<file path="src/rtl/bcd_pkg.sv">
// Shared types and sizing for the SPI-temperature to packed-BCD converter.
package bcd_pkg;

    localparam int          SPI_WIDTH   = 24;
    localparam int          BIN_WIDTH   = 16;
    localparam int          FIELD_LSB   = 8;
    localparam int          NUM_DIGITS  = 4;
    localparam int          SHIFT_CNT_W = $clog2(BIN_WIDTH);
    localparam logic [15:0] BCD_MAX     = 16'h9999;

    typedef enum logic [1:0] {
        IDLE,
        SHIFT,
        DONE
    } state_t;

endpackage

</file>
<file path="src/rtl/bcd_digit_adj.sv">
// Double-dabble digit correction: bias a BCD digit by 3 when it is 5 or more,
// so the following left shift carries cleanly into the next digit.
module bcd_digit_adj (
    input  logic [3:0] din,
    output logic [3:0] dout
);

    assign dout = (din >= 4'd5) ? din + 4'd3 : din;

endmodule

</file>
<file path="src/rtl/bcd_value_register.sv">
// Captures the temperature field of an SPI word on a trigger rising edge and
// converts it to packed BCD one bit per clock, saturating at all-nines.
module bcd_value_register
    import bcd_pkg::*;
#(
    parameter int BIN_WIDTH  = bcd_pkg::BIN_WIDTH,
    parameter int FIELD_LSB  = bcd_pkg::FIELD_LSB,
    parameter int NUM_DIGITS = bcd_pkg::NUM_DIGITS
) (
    input  logic                    clk,
    input  logic                    rst,
    input  logic                    new_data_triger,
    input  logic [SPI_WIDTH-1:0]    spi_data,
    output logic [4*NUM_DIGITS-1:0] bcd_values,
    output logic                    bcd_valid,
    output logic                    busy,
    output logic                    overflow
);

    localparam int CNT_W = $clog2(BIN_WIDTH);

    state_t                        state;
    logic                          trig_q;
    logic                          start;
    logic [CNT_W-1:0]              cnt;
    logic [BIN_WIDTH-1:0]          bin_sr;
    // One extra scratch digit catches values that do not fit the display.
    logic [NUM_DIGITS:0][3:0]      scratch;
    logic [NUM_DIGITS:0][3:0]      adj;
    logic [BIN_WIDTH-1:0]          field;
    logic                          unused_bits;

    assign field       = spi_data[FIELD_LSB+BIN_WIDTH-1:FIELD_LSB];
    assign unused_bits = ^spi_data[FIELD_LSB-1:0];
    assign start       = new_data_triger & ~trig_q;

    for (genvar d = 0; d <= NUM_DIGITS; d++) begin : g_adj
        bcd_digit_adj u_adj (
            .din  (scratch[d]),
            .dout (adj[d])
        );
    end

    always_ff @(posedge clk) begin
        if (rst) begin
            state      <= IDLE;
            trig_q     <= 1'b0;
            cnt        <= '0;
            bin_sr     <= '0;
            scratch    <= '0;
            bcd_values <= '0;
            bcd_valid  <= 1'b0;
            busy       <= 1'b0;
            overflow   <= 1'b0;
        end else begin
            trig_q    <= new_data_triger;
            bcd_valid <= 1'b0;
            case (state)
                IDLE: begin
                    if (start) begin
                        bin_sr  <= field;
                        scratch <= '0;
                        cnt     <= '0;
                        busy    <= 1'b1;
                        state   <= SHIFT;
                    end
                end
                SHIFT: begin
                    {scratch, bin_sr} <= {adj, bin_sr} << 1;
                    cnt               <= cnt + 1'b1;
                    if (cnt == CNT_W'(BIN_WIDTH - 1))
                        state <= DONE;
                end
                DONE: begin
                    // A non-zero top digit means the field exceeded the display range.
                    if (scratch[NUM_DIGITS] != 4'd0) begin
                        bcd_values <= {NUM_DIGITS{4'h9}};
                        overflow   <= 1'b1;
                    end else begin
                        bcd_values <= scratch[NUM_DIGITS-1:0];
                        overflow   <= 1'b0;
                    end
                    bcd_valid <= 1'b1;
                    busy      <= 1'b0;
                    state     <= IDLE;
                end
                default: state <= IDLE;
            endcase
        end
    end

endmodule

</file>
<file path="config.mk">
export PLATFORM = sky130hd
export DESIGN_NAME = bcd_value_register
export DESIGN_NICKNAME = d
export VERILOG_FILES = /design/src/rtl/bcd_pkg.sv /design/src/rtl/bcd_digit_adj.sv /design/src/rtl/bcd_value_register.sv
export SDC_FILE = /design/constraint.sdc
export NUM_CORES = 1
export LEC_CHECK = 0
export ABC_AREA = 1
export CORE_UTILIZATION = 50
export DETAILED_ROUTE_END_ITERATION = 10
export PLACE_DENSITY_LB_ADDON = 0.25
export SYNTH_ARGS = -nofsm -noshare
export SYNTH_HDL_FRONTEND = slang
export SYNTH_SLANG_ARGS = --single-unit
</file>
<file path="constraint.sdc">
create_clock -name clk -period 2.9 [get_ports clk]
set_input_delay 0.435 -clock clk [delete_from_list [all_inputs] [get_ports clk]]
set_output_delay 0.435 -clock clk [all_outputs]
set_load 0.005 [all_outputs]
</file>
==> qor_table.md <==
| Metric | Value | Unit |
|:---|:---|:---|
| Max Buffers Root-to-Sink | 2 | - |
| Slew of the pin with the lowest slew margin | 896 | ps |
| Portion of the post-synthesis area used by sequential elements | 43.2 | % |
| Routed wirelength normalized by instance count | 13.0 | µm |
| Die Wd | 77.8 | µm |
| Mean cell area of the mapped netlist | 7.37 | µm² |
| Power density over the cells | 489 | nW/µm² |
| Initial core utilization | 52.2 | % |
| Count of buffers inserted at the top-level ports | 37 | - |
| TritonCTS clock tree | yes | - |
| Number of H-tree branching levels | 3 | - |
| Global-route total usage across every layer | 23.2 | % |
| Largest fanout on the critical path | 12 | - |
| CTS resizes | 0 | - |
| Clock tree root buffer cell | clkbuf_8 | - |
| Path type of the worst setup path | flip-flop to flip-flop | - |
| Count of unique library cells instantiated by Yosys | 23 | - |
| Final clock skew | 7.14 | ps |
| Number of setup buffers added after CTS | 0 | - |
| Routability Congestion | 0.843 | - |
| Area growth from synthesis to final layout | 19.1 | % |
| Cell count after synthesis | 390 | - |
| Worst hold path type | flip-flop to flip-flop | - |
| DRC Markers | 0 | - |
| Net count after synthesis | 429 | - |
| Number of global-route vias before repair | 2451 | - |
| Max-slew violation total from the final report | 0 | - |
| Half-perimeter wire length after placement | 4130 | µm |
| Largest family of logic cells by synthesized area | simple AND/OR/NAND/NOR gates | - |
| Worst Path Arrival | 2050 | ps |
| RSZ-0062 raised after global routing | false | - |
| Initial drt markers | 171 | - |
| Fill cells | 534 | - |
| Maximum number of pins on one net before global-route repair | 40 | - |
| Compound-Gate Fraction of Synth Area | 14.8 | % |
| Overall via count from detail_route | 2738 | - |
| Final #Nets | 460 | - |
| Post-synthesis sequential element count | 62 | - |
| Xor and xnor area share after synthesis | 0 | % |
| Setup slack, reg-to-reg | 1120 | ps |
| Share of async-settable or async-resettable flops after synthesis | 0 | % |
| Overflow left after global routing | 0 | - |
| Area of the core | 5510 | µm² |
| Full die area | 6060 | µm² |
| Adder-Cell Fraction of Synth Area | 5.22 | % |
| Worst-skew pair later-pin latency | 340 | ps |
| Peak ir drop on the vdd network | 294 | µV |
| Number of search-and-repair iterations in the first detailed-routing pass | 4 | - |
| Leakage power | 1.27 | nW |
| Leading register cell type out of synthesis | dfxtp_1 | - |
| Final worst path period need | 1780 | ps |
| Vertical die dimension | 77.8 | µm |
| Number of enable flip-flop cells after synthesis | 0 | - |
| Peak clock frequency supported by timing | 562 | MHz |
| Routed wire length | 6470 | µm |
| Tot Pwr | 0.00167 | W |
| Routed Antenna Nets | 0 | - |
| Worst-path clk slew | 70 | ps |
| Final TNS setup | 0 | ps |
| Global-route wire length before repair | 11100 | µm |
| Mux cell area share after synthesis | 0 | % |
| Row count | 27 | - |
| Outcome | finished, final reports clean | - |
| Vias per cell | 5.50 | - |
| Post-synthesis instance area | 2870 | µm² |
| Final count of negative-setup-slack endpoints | 0 | - |
| Share of final-layout standard cells stronger than drive strength 1 | 5.40 | % |
| Setup crit start kind | flip-flop | - |
| CP required | 3170 | ps |
| Capturing element type of the critical path | flip-flop | - |
| Cts bufs inserted | 9 | - |
| Reported max-cap violation count | 0 | - |
| Final hold viol count | 0 | - |
| IO Pins | 46 | - |
| Post-CTS Hold Buffers | 0 | - |
| Relative max-transition margin | 40.1 | % |
| Fraction of the cycle the final worst path needs | 61.4 | % |
| Number of diodes | 0 | - |
| Number of antenna violations at the first check in global routing | 0 | - |
| CTS sink count | 62 | - |
| Yosys synthesis warning count | 0 | - |
| Post-Synth Simple-Gate Area | 29.3 | % |
[final timing paths]
path                                  from                         end  cells past startpoint
setup / recovery  scratch[16]$_SDFFE_PP0P_  bcd_values[9]$_SDFFE_PP0P_                      6
hold / removal           busy$_SDFFE_PP0P_           busy$_SDFFE_PP0P_                      2
setup reg to reg  scratch[16]$_SDFFE_PP0P_  bcd_values[9]$_SDFFE_PP0P_                      6
hold reg to reg          busy$_SDFFE_PP0P_           busy$_SDFFE_PP0P_                      2
[critical path, cell delays in order (launching register included)]
cell and delay, ps:
dfxtp_1 340, inv_1 110, ha_1 150, nand2_1 60, nor2_1 680, nand3_1 200, a21oi_1 170
[cell type report]
cell class | count | area, µm² | area share (%)
sequential | 62 | 1240 | 36.3
timing repair buffer | 42 | 403 | 11.8
clock buffer | 15 | 156 | 4.57
inverter | 29 | 109 | 3.18
clock inverter | 1 | 5.00 | 0.146
multi-input combinational | 277 | 1420 | 41.4
tap | 72 | 90.1 | 2.63
[cell usage after synthesis (2+ instances only)]
cell,number,share of area [%]
a31oi_1,19,4.1
buf_2,10,1.7
inv_1,27,3.5
a21oi_1,35,6.1
nand3_1,80,14
nand2_1,70,9.1
nand4_1,10,2.2
nor2_1,21,2.7
buf_1,3,0.39
nor2_2,3,0.65
o21ai_0,18,3.1
nand2_2,2,0.44
clkbuf_1,7,0.91
ha_1,12,5.2
dfxtp_1,62,43
o211ai_1,4,1.0
[metal layers]
| layer | vias to the layer above | wire, µm | GRT usage (%) |
|---|---|---|---|
| met2 | 80 | 3150 | 36.6 |
| met5 | - | 0 | 0 |
| met3 | 10 | 344 | 4.24 |
| li1 | 1405 | - | - |
| met1 | 1243 | 2860 | 29.9 |
| met4 | 0 | 107 | 12.1 |
[sequential cells by signal, summed over array words and instances, names as in the netlist]
| register | cells |
|---|---|
| trig_q | 1 |
| busy | 1 |
| overflow | 1 |
| bcd_valid | 1 |
| bcd_values | 16 |
| scratch | 20 |
| bin_sr | 16 |
| cnt | 4 |
| state | 2 |
[placed cells by master (no fill, tap or decap), types with 2 or more instances in the layout]
cell type | netlist | final
a31oi_1 | 19 | 19
dfxtp_1 | 62 | 62
inv_1 | 27 | 27
o211ai_1 | 4 | 4
nand4_1 | 10 | 10
clkdlybuf4s50_1 | 0 | 36
clkbuf_8 | 0 | 10
nand2_1 | 70 | 70
o21ai_0 | 18 | 18
ha_1 | 12 | 12
nand3_1 | 80 | 80
nor2_2 | 3 | 3
nor2_1 | 21 | 21
nand2_2 | 2 | 2
buf_4 | 1 | 5
a21oi_1 | 35 | 35
clkbuf_1 | 7 | 5
[metrics by stage]
step,hold WS (ps),cells,cell area [µm²],worst slack [ps],util (%)
after floorplan,455,390,2870,1620,-
after global placement,452,482,3260,978,59.2
after detailed placement,454,482,3260,959,59.2
after CTS,463,498,3420,1120,62.1
after global routing,479,498,3420,868,62.1
final,458,498,3420,1120,62.1
[kinds of logic after synthesis]
logic type               after synthesis
AO/OA/AOI/OAI                         78
adder cells (fa/ha/maj)               12
buffers and inverters                 51
flip-flops                            62
AND/OR/NAND/NOR                      187
[power breakdown]
part | switching, W | total, W | internal, W
registers | 0.0000122 | 0.000885 | 0.000873
clock network | 0.000318 | 0.000652 | 0.000334
logic | 0.0000861 | 0.000135 | 0.0000491
total | 0.000416 | 0.00167 | 0.00126
Power figures use the tool's default switching activity.
